<file path="src/rtl/spi_xfer_ctrl.sv">
// spi_xfer_ctrl: frame sequencer ahead of spi_physical with TX/RX byte FIFOs and status flags
module spi_xfer_ctrl #(
    parameter int DEPTH = 16,
    parameter int LEN_W = 8,
    parameter logic [7:0] FILL = 8'hFF,
    localparam int AW = $clog2(DEPTH)
) (
    input  logic             clk,
    input  logic             nrst,
    input  logic             start,
    input  logic [LEN_W-1:0] xfer_len,
    input  logic             tx_en,
    input  logic             rx_en,
    input  logic             tx_wr,
    input  logic [7:0]       tx_data,
    input  logic             rx_rd,
    output logic [7:0]       rx_data,
    output logic             tx_full,
    output logic             rx_empty,
    output logic [AW:0]      tx_level,
    output logic [AW:0]      rx_level,
    output logic             busy,
    output logic             done,
    output logic             err_underrun,
    output logic             err_overrun,
    output logic             phy_ena,
    output logic [7:0]       phy_data_in,
    input  logic             phy_new_byte,
    input  logic [7:0]       phy_data_out,
    input  logic             phy_idle
);
    localparam logic [1:0] IDLE = 2'd0, XFER = 2'd1, DRAIN = 2'd2, DONE = 2'd3;
    localparam logic [AW:0] FULL_LVL = (AW + 1)'(DEPTH);
    logic [1:0] state;
    logic [LEN_W-1:0] rem;
    logic tx_en_l, rx_en_l;
    logic [7:0] tx_mem [DEPTH];
    logic [7:0] rx_mem [DEPTH];
    logic [AW-1:0] tx_wp, tx_rp, rx_wp, rx_rp;
    logic tx_empty, rx_full, accept, byte_done, tx_push, tx_pop, rx_push, rx_pop, rx_lost, underrun;
    // FIFO flags, handshake decode and phy-facing outputs
    always_comb begin
        tx_empty = tx_level == '0;
        tx_full = tx_level == FULL_LVL;
        rx_empty = rx_level == '0;
        rx_full = rx_level == FULL_LVL;
        accept = state == IDLE && start && xfer_len != '0 && phy_idle;
        byte_done = state == XFER && phy_new_byte && rem != '0;
        tx_push = tx_wr && !tx_full;
        tx_pop = byte_done && tx_en_l && !tx_empty;
        rx_push = byte_done && rx_en_l && !rx_full;
        rx_lost = byte_done && rx_en_l && rx_full;
        rx_pop = rx_rd && !rx_empty;
        underrun = state == XFER && !phy_new_byte && tx_en_l && tx_empty && rem != '0;
        phy_ena = state == XFER && rem != '0 && (!tx_en_l || !tx_empty);
        phy_data_in = state != XFER ? 8'h00 : !tx_en_l ? FILL : tx_empty ? 8'h00 : tx_mem[tx_rp];
        rx_data = rx_empty ? 8'h00 : rx_mem[rx_rp];
        busy = state != IDLE;
        done = state == DONE;
    end
    // Frame sequencer: count bytes down, abort on underrun, wait for chip-select release
    always_ff @(posedge clk or posedge nrst) begin
        if (nrst) begin
            state <= IDLE;
            rem <= '0;
            tx_en_l <= 1'b0;
            rx_en_l <= 1'b0;
        end else if (accept) begin
            state <= XFER;
            rem <= xfer_len;
            tx_en_l <= tx_en;
            rx_en_l <= rx_en;
        end else if (byte_done) begin
            rem <= rem - 1'b1;
            state <= rem == LEN_W'(1) ? DRAIN : XFER;
        end else if (underrun) begin
            state <= DRAIN;
        end else if (state == DRAIN && phy_idle) begin
            state <= DONE;
        end else if (state == DONE) begin
            state <= IDLE;
        end
    end
    // Sticky error flags, cleared when a new frame is accepted
    always_ff @(posedge clk or posedge nrst) begin
        if (nrst) begin
            err_underrun <= 1'b0;
            err_overrun <= 1'b0;
        end else begin
            err_underrun <= (!accept && err_underrun) || underrun;
            err_overrun <= (!accept && err_overrun) || rx_lost || (tx_wr && tx_full);
        end
    end
    // FIFO pointers and occupancy
    always_ff @(posedge clk or posedge nrst) begin
        if (nrst) begin
            tx_wp <= '0;
            tx_rp <= '0;
            tx_level <= '0;
            rx_wp <= '0;
            rx_rp <= '0;
            rx_level <= '0;
        end else begin
            tx_wp <= tx_wp + AW'(tx_push);
            tx_rp <= tx_rp + AW'(tx_pop);
            tx_level <= tx_level + (AW + 1)'(tx_push) - (AW + 1)'(tx_pop);
            rx_wp <= rx_wp + AW'(rx_push);
            rx_rp <= rx_rp + AW'(rx_pop);
            rx_level <= rx_level + (AW + 1)'(rx_push) - (AW + 1)'(rx_pop);
        end
    end
    // FIFO storage
    always_ff @(posedge clk) begin
        if (tx_push) tx_mem[tx_wp] <= tx_data;
        if (rx_push) rx_mem[rx_wp] <= phy_data_out;
    end
endmodule

</file>
<file path="config.mk">
export PLATFORM = sky130hd
export DESIGN_NAME = spi_xfer_ctrl
export DESIGN_NICKNAME = d
export VERILOG_FILES = /design/src/rtl/spi_xfer_ctrl.sv
export SDC_FILE = /design/constraint.sdc
export NUM_CORES = 1
export LEC_CHECK = 0
export ABC_AREA = 1
export CORE_ASPECT_RATIO = 0.9
export CORE_MARGIN = 5
export CORE_UTILIZATION = 55
export CTS_CLUSTER_SIZE = 8
export DETAILED_ROUTE_END_ITERATION = 8
export GPL_TIMING_DRIVEN = 0
export HOLD_SLACK_MARGIN = 0.05
export PLACE_DENSITY = 0.81
export SLEW_MARGIN = 20
export SYNTH_ARGS = -nofsm -noshare
export SYNTH_HDL_FRONTEND = slang
export SYNTH_SLANG_ARGS = --single-unit
</file>
<file path="constraint.sdc">
create_clock -name clk -period 5.11 [get_ports clk]
set_input_delay 0.7665 -clock clk [delete_from_list [all_inputs] [get_ports clk]]
set_output_delay 0.7665 -clock clk [all_outputs]
set_load 0.02 [all_outputs]
</file>
---- Yosys cells after proc, flatten, opt, wreduce, memory -nomap -nowiden ----
Memories as Yosys holds them, arrays and structs flattened.
Cells that the tools add are included.
word-level totals
  output and inout port bits .............. 33
  memories ................................ 2
  bits of input ports ..................... 33
  flip-flop bits (word level) ............. 40
  RAM bits ................................ 256
  logic and storage cells ................. 87
  latch bits .............................. 0
  bits in read-only memories .............. 0
operators by class
  div/mod/pow operators ................... 0
  multipliers ............................. 0
  add/sub/neg operators ................... 9
  mux-type cells .......................... 16
  reductions and logical operators ........ 41
  order comparisons ....................... 0
  bitwise logic cells ..................... 0
  equal/unequal tests ..................... 7
  shifts and indexed selects .............. 0
memory list
  memory  depth  bits a word  rd ports  clocked after memory_dff  write ports  line  text
  rx_mem  16     8            1         0                         1            38    logic [7:0] rx_mem [DEPTH];
  tx_mem  16     8            1         0                         1            37    logic [7:0] tx_mem [DEPTH];
operators by type and width
  cell                                                                     count
  8-bit 2-to-1 mux                                                         6
  1-bit logical AND                                                        22
  4-bit by 1-bit adder with 4-bit output                                   4
  8-bit nonzero test                                                       2
  2-bit 2-to-1 mux                                                         6
  5-bit by 1-bit adder with 5-bit output                                   2
  5-bit equality test, second input constant                               2
  5-bit zero test                                                          2
  5-bit by 1-bit subtractor with 5-bit output                              2
  8-bit by 1-bit equality test with 1-bit output, second input constant    1
  8-bit by 1-bit subtractor with 8-bit output, second input constant       1
  1-bit zero test                                                          7
  5-bit nonzero test                                                       1
  2-bit equality test, second input constant                               2
  1-bit logical OR                                                         4
  1-bit 2-to-1 mux                                                         4
  2-bit nonzero test                                                       2
  2-bit by 1-bit equality test with 1-bit output, second input constant    1
  2-bit zero test                                                          1
  2-bit by 1-bit inequality test with 1-bit output, second input constant  1

---- Logic depth before layout (Yosys ltp) ----
  depth in word-level cells ............... 8
  mapped depth ............................ 15
  mapped depth without buffers ............ 15

---- Least setup slack after synthesis ----
No wires, ideal clock.
  path type ............................... reg-to-reg
  start point ............................. register rx_level[3]
  end point ............................... register rx_level[4]
  clock period less this slack ............ 2,969 ps
  cell stages (with the launch flop) ...... 16
  path buffers ............................ 0
  required time ........................... 4,982 ps
  setup time .............................. 128 ps
  setup slack ............................. 2,141 ps
  arrival ................................. 2,842 ps
  cells stage by stage .................... dfrtp_1 inv_1 ha_1 nand3_1 nor2_1 inv_1 nand2_1 inv_1 ha_1 inv_1 ha_1 inv_1 fa_1 o21ai_0 a21oi_1 xor2_1
between the ends
  elaborated cells on any way between the ends .. 8
  classes of those cells .................. 2 x add/sub; 1 x eq/ne; 5 x reduce/logical
RTL lines
  what                                         line  text
  start, declared                              21    output logic [AW:0] rx_level,
  start signal, assigned                       109   rx_level <= rx_level + (AW + 1)'(rx_push) - (AW + 1)'(rx_pop);
  5-bit zero test                              45    rx_empty = rx_level == '0;
  named net rx_empty                           19    output logic rx_empty,
  1-bit zero test                              53    rx_pop = rx_rd && !rx_empty;
  1-bit logical AND                            53
  5-bit by 1-bit subtractor with 5-bit output  109
The timed path passes the listed nets, and every way through them passes these cells.
A chain may end at the register's enable or synchronous reset.

---- Worst setup path in the final report ----
  start point ............................. register rx_rp[0]
  end point ............................... output port rx_data[6]
between the ends
  cells in the longest elaborated chain, start to end .. 2
ends and longest elaborated chain
  what                    line  text
  start, declared         39    logic [AW-1:0] tx_wp, tx_rp, rx_wp, rx_rp;
  start signal, assigned  108   rx_rp <= rx_rp + AW'(rx_pop);
  memory read 16 x 8 bit  n/a
  8-bit 2-to-1 mux        57    rx_data = rx_empty ? 8'h00 : rx_mem[rx_rp];
  end, declared           17    output logic [7:0] rx_data,
Every way passes these cells.

==> out/qor.tcl <==
set qor(vias_in_the_first_global_route) 9149
set qor(synth_adder_area_share_pct) 2.447
set qor(yosys-mux-area-fraction_pct) 0
set qor(layout-area-overhead-vs-synth_pct) 17.53
set qor(grt_pass1_wl_mm) 48.92
set qor(synthDominantAreaCellType) {sky130_fd_sc_hd__edfxtp_1}
set qor(max_cap_viol_count) 0
set qor(synth-async-reset-ratio_pct) 13.51
set qor(numCtsBuffers) 42
set qor(clock_tree.root_cell) {sky130_fd_sc_hd__clkbuf_16}
set qor(crit_path_cell_trace) {inv_2 -> clkbuf_1 -> nand2_1 -> nand3_1 -> nand3_1 -> nand2_1 -> nand2_1 -> a21oi_1 -> clkdlybuf4s50_1}
set qor(total_leakage_power_nw) 6.063
set qor(grt.total_usage_pct) 23.88
set qor(detailed_place_hpwl_mm) 21.00
set qor(vias) 9119
set qor(clk-insertion-delay-late_ps) 540
set qor(path_common_cell) {sky130_fd_sc_hd__nand2_1}
set qor(synth_top_family_by_area) {simple AND/OR/NAND/NOR gates}
set qor(fmax_mhz) 272.4
set qor(synth_top_cells_by_area) {sky130_fd_sc_hd__edfxtp_1 (60%), sky130_fd_sc_hd__nand2_1 (12%), sky130_fd_sc_hd__dfrtp_1 (7.8%), sky130_fd_sc_hd__nand3_1 (6.1%), sky130_fd_sc_hd__nor2_1 (3.0%)}
set qor(fp.coreArea_um2) 23210
set qor(die_h_um) 155.2
set qor(worst_clock_skew_ps) 25.95
set qor(fill_cells) 1747
set qor(initial_utilization_pct) 55.51
set qor(yosys.area_share.xor_xnor_pct) 1.428
set qor(die-width_um) 171.3
set qor(routed_via_density) 5.550
set qor(setup.worst_path.class) {reg -> out}
set qor(mappedNetlistNets) 1262
set qor(post_synth_inst_count) 1205
set qor(crit_path_largest_cell_delay_ps) 650
set qor(run_status) {finished clean}
set qor(yosys_register_bits) 296
set qor(setup_viol) 0
set qor(cts_buffer_depth) 3
set qor(peak_supply_drop_v) 0.0003404
set qor(synth_commonest_cells) {sky130_fd_sc_hd__nand2_1 (403), sky130_fd_sc_hd__edfxtp_1 (256), sky130_fd_sc_hd__nand3_1 (156), sky130_fd_sc_hd__nor2_1 (103), sky130_fd_sc_hd__inv_1 (80)}
set qor(cts_resized) 0
set qor(type_of_origin_of_the_critical_path) {register}
set qor(final_worst_path_period_need_ps) 3671
set qor(cpLargestDelayFamily) {buffers and inverters}
set qor(port_buffers) 65
set qor(timing_hold_violations_final) 0
set qor(rows) 53
set qor(hold_buffers) 0
set qor(die_area_um2) 26590
set qor(number_of_synthesized_flops_with_an_enable_pin) 256
set qor(route.final.wire_length_mm) 31.29
set qor(antennaDiodeCount) 0
set qor(cp_max_fo) 10
set qor(clk_pin_slew_worst_paths_ps) 50
set qor(remaining_drcs) 0
set qor(detail_route.iter0.violations) 1090
set qor(gp_congestion) 0.9241
set qor(synthesis.area_um2) 12880
set qor(max-slew-margin-rel_pct) 29.32
set qor(worst_setup_path_end_kind) {primary output}
set qor(synth-compound-area-share_pct) 1.661
set qor(grt_start_max_net_pins) 23
set qor(detailedRoute.firstPassIterationCount) 6
set qor(routed_wire_length_per_instance_um) 19.05
set qor(totalNegativeSetupSlack_ps) 0
set qor(grt_overflow_total) 0
set qor(cellPowerDensity_nw_per_um2) 595.0
set qor(synthSimpleGateAreaFrac_pct) 22.46
set qor(drt.antenna.violating_nets) 0
set qor(initial_antenna_violation_count) 0
set qor(syn_avg_cell_area_um2) 10.69
set qor(most_used_standard_cell_by_instance_count_after_synthesis) {sky130_fd_sc_hd__nand2_1}
set qor(grt_setup_unrepaired) {no}
set qor(layout.core_utilization_pct) 65.24
set qor(cts.sinks) 296
set qor(syn_warnings) 0
set qor(cp_slowest_cell) {sky130_fd_sc_hd__clkdlybuf4s50_1}
set qor(slew_worst_pin_ps) 1056
set qor(hold-worst-slack_ps) 475.1
set qor(clock_tree.htree_level_count) 2
set qor(crit_buf_inv) 3
set qor(final_slew_violations) 0
set qor(synth_cell_type_count) 32
set qor(worstPathArrival_ps) 2900
set qor(seq_area_frac_synth_pct) 67.44
set qor(layout_worst_path_cycle_share_pct) 71.83
set qor(worst_min_delay_path_class) {reg -> reg}
set qor(required_ps) 4340
set qor(dominantRegCellSynth) {sky130_fd_sc_hd__edfxtp_1}
set qor(num_io_pins) 66
set qor(postCtsSetupRepairBufs) 0
set qor(drive_gt1_share_pct) 7.905
set qor(tritoncts_clock_tree) {yes}
set qor(fraction_of_post_synthesis_cell_area_in_the_top_cell_type_by_area_pct) 59.67
set qor(num-nets-final) 1372
[through the flow]
step	total power (W)	area, um2	setup WS (ps)	cells
after floorplan	0.005272	12880	2141	1205
after global placement	0.006320	13910	1704	1572
after detailed placement	0.006463	13940	1580	1573
after CTS	0.008999	15140	1483	1643
after global routing	0.009494	15140	1327	1643
final	0.009009	15140	1439	1643
[worst paths after layout]
check	startpoint	end	slack [ps]	depth (start not counted)
setup reg to reg	rx_level[3]$_DFF_PP0_	rx_level[4]$_DFF_PP0_	1850	15
hold reg to reg	err_underrun$_DFF_PP0_	err_underrun$_DFF_PP0_	480	2
setup / recovery	rx_rp[0]$_DFF_PP0_	rx_data[6]	1440	9
hold / removal	err_underrun$_DFF_PP0_	err_underrun$_DFF_PP0_	480	2
min in group asynchronous	nrst	tx_rp[3]$_DFF_PP0_	580	2
max in group asynchronous	nrst	err_overrun$_DFF_PP0_	4050	3
[state kept, by name (all words and copies together) (netlist names)]
signal / cells
err_overrun: 1
tx_en_l: 1
err_underrun: 1
state: 2
rx_mem: 128
rx_wp: 4
rx_en_l: 1
rx_rp: 4
rem: 8
tx_wp: 4
rx_level: 5
tx_mem: 128
tx_rp: 4
tx_level: 5
[final cells by class]
class                   instances  area (um2)  area share [%]
plain buffers                  47       250.2           1.653
clock buffers                  68        1170           7.726
clock inverters                 2       32.53          0.2148
inverters                      89       337.8           2.231
multi-input cells             773        3607           23.82
flip-flops and latches        296        8688           57.38
well taps                     302       377.9           2.495
repair buffers                 66       678.2           4.479
[layout by cell type (no fill, tap or decap), drive strengths merged]
cell type | netlist | final
nand2 | 411 | 411
fa | 2 | 2
clkbuf | 11 | 79
clkdlybuf4s50 | 0 | 65
nor2 | 111 | 111
nor3 | 3 | 3
ha | 22 | 22
nand3 | 157 | 157
nand4 | 6 | 6
buf | 36 | 37
dfrtp | 40 | 40
clkinv | 3 | 5
xor2 | 16 | 16
edfxtp | 256 | 256
a21oi | 22 | 22
o21ai | 14 | 14
inv | 86 | 86
o211ai | 4 | 4
xnor2 | 5 | 5
[report_power, final]
part,switching (W),internal (W)
combinational,0.00223,0.00115
clock,0.000981,0.00155
sequential,0.000178,0.00292
[layer usage]
metal,track usage (%),share of wire [%]
met4,7.846,3.1
met5,0,0
met3,5.056,9.2
met1,31.15,39
met2,40.26,49
[cell families after synthesis]
| kind of cell | Yosys count |
|---|---|
| AOI/OAI and AO/OA | 40 |
| xor gates and xnor gates | 21 |
| adders and majority gates | 24 |
| buffers and inverters | 136 |
| DFF | 296 |
| and+or+nand+nor | 688 |
[worst reg2reg max path, delay by kind of cell, from the launching register on]
| family | cells | cell delay [ps] |
|---|---|---|
| buffers and inverters | 5 | 440 |
| and+or+nand+nor | 3 | 860 |
| DFF | 1 | 400 |
| xor gates and xnor gates | 1 | 140 |
| AOI/OAI and AO/OA | 2 | 290 |
| adders and majority gates | 4 | 1020 |
Power figures use the tool's default switching activity.
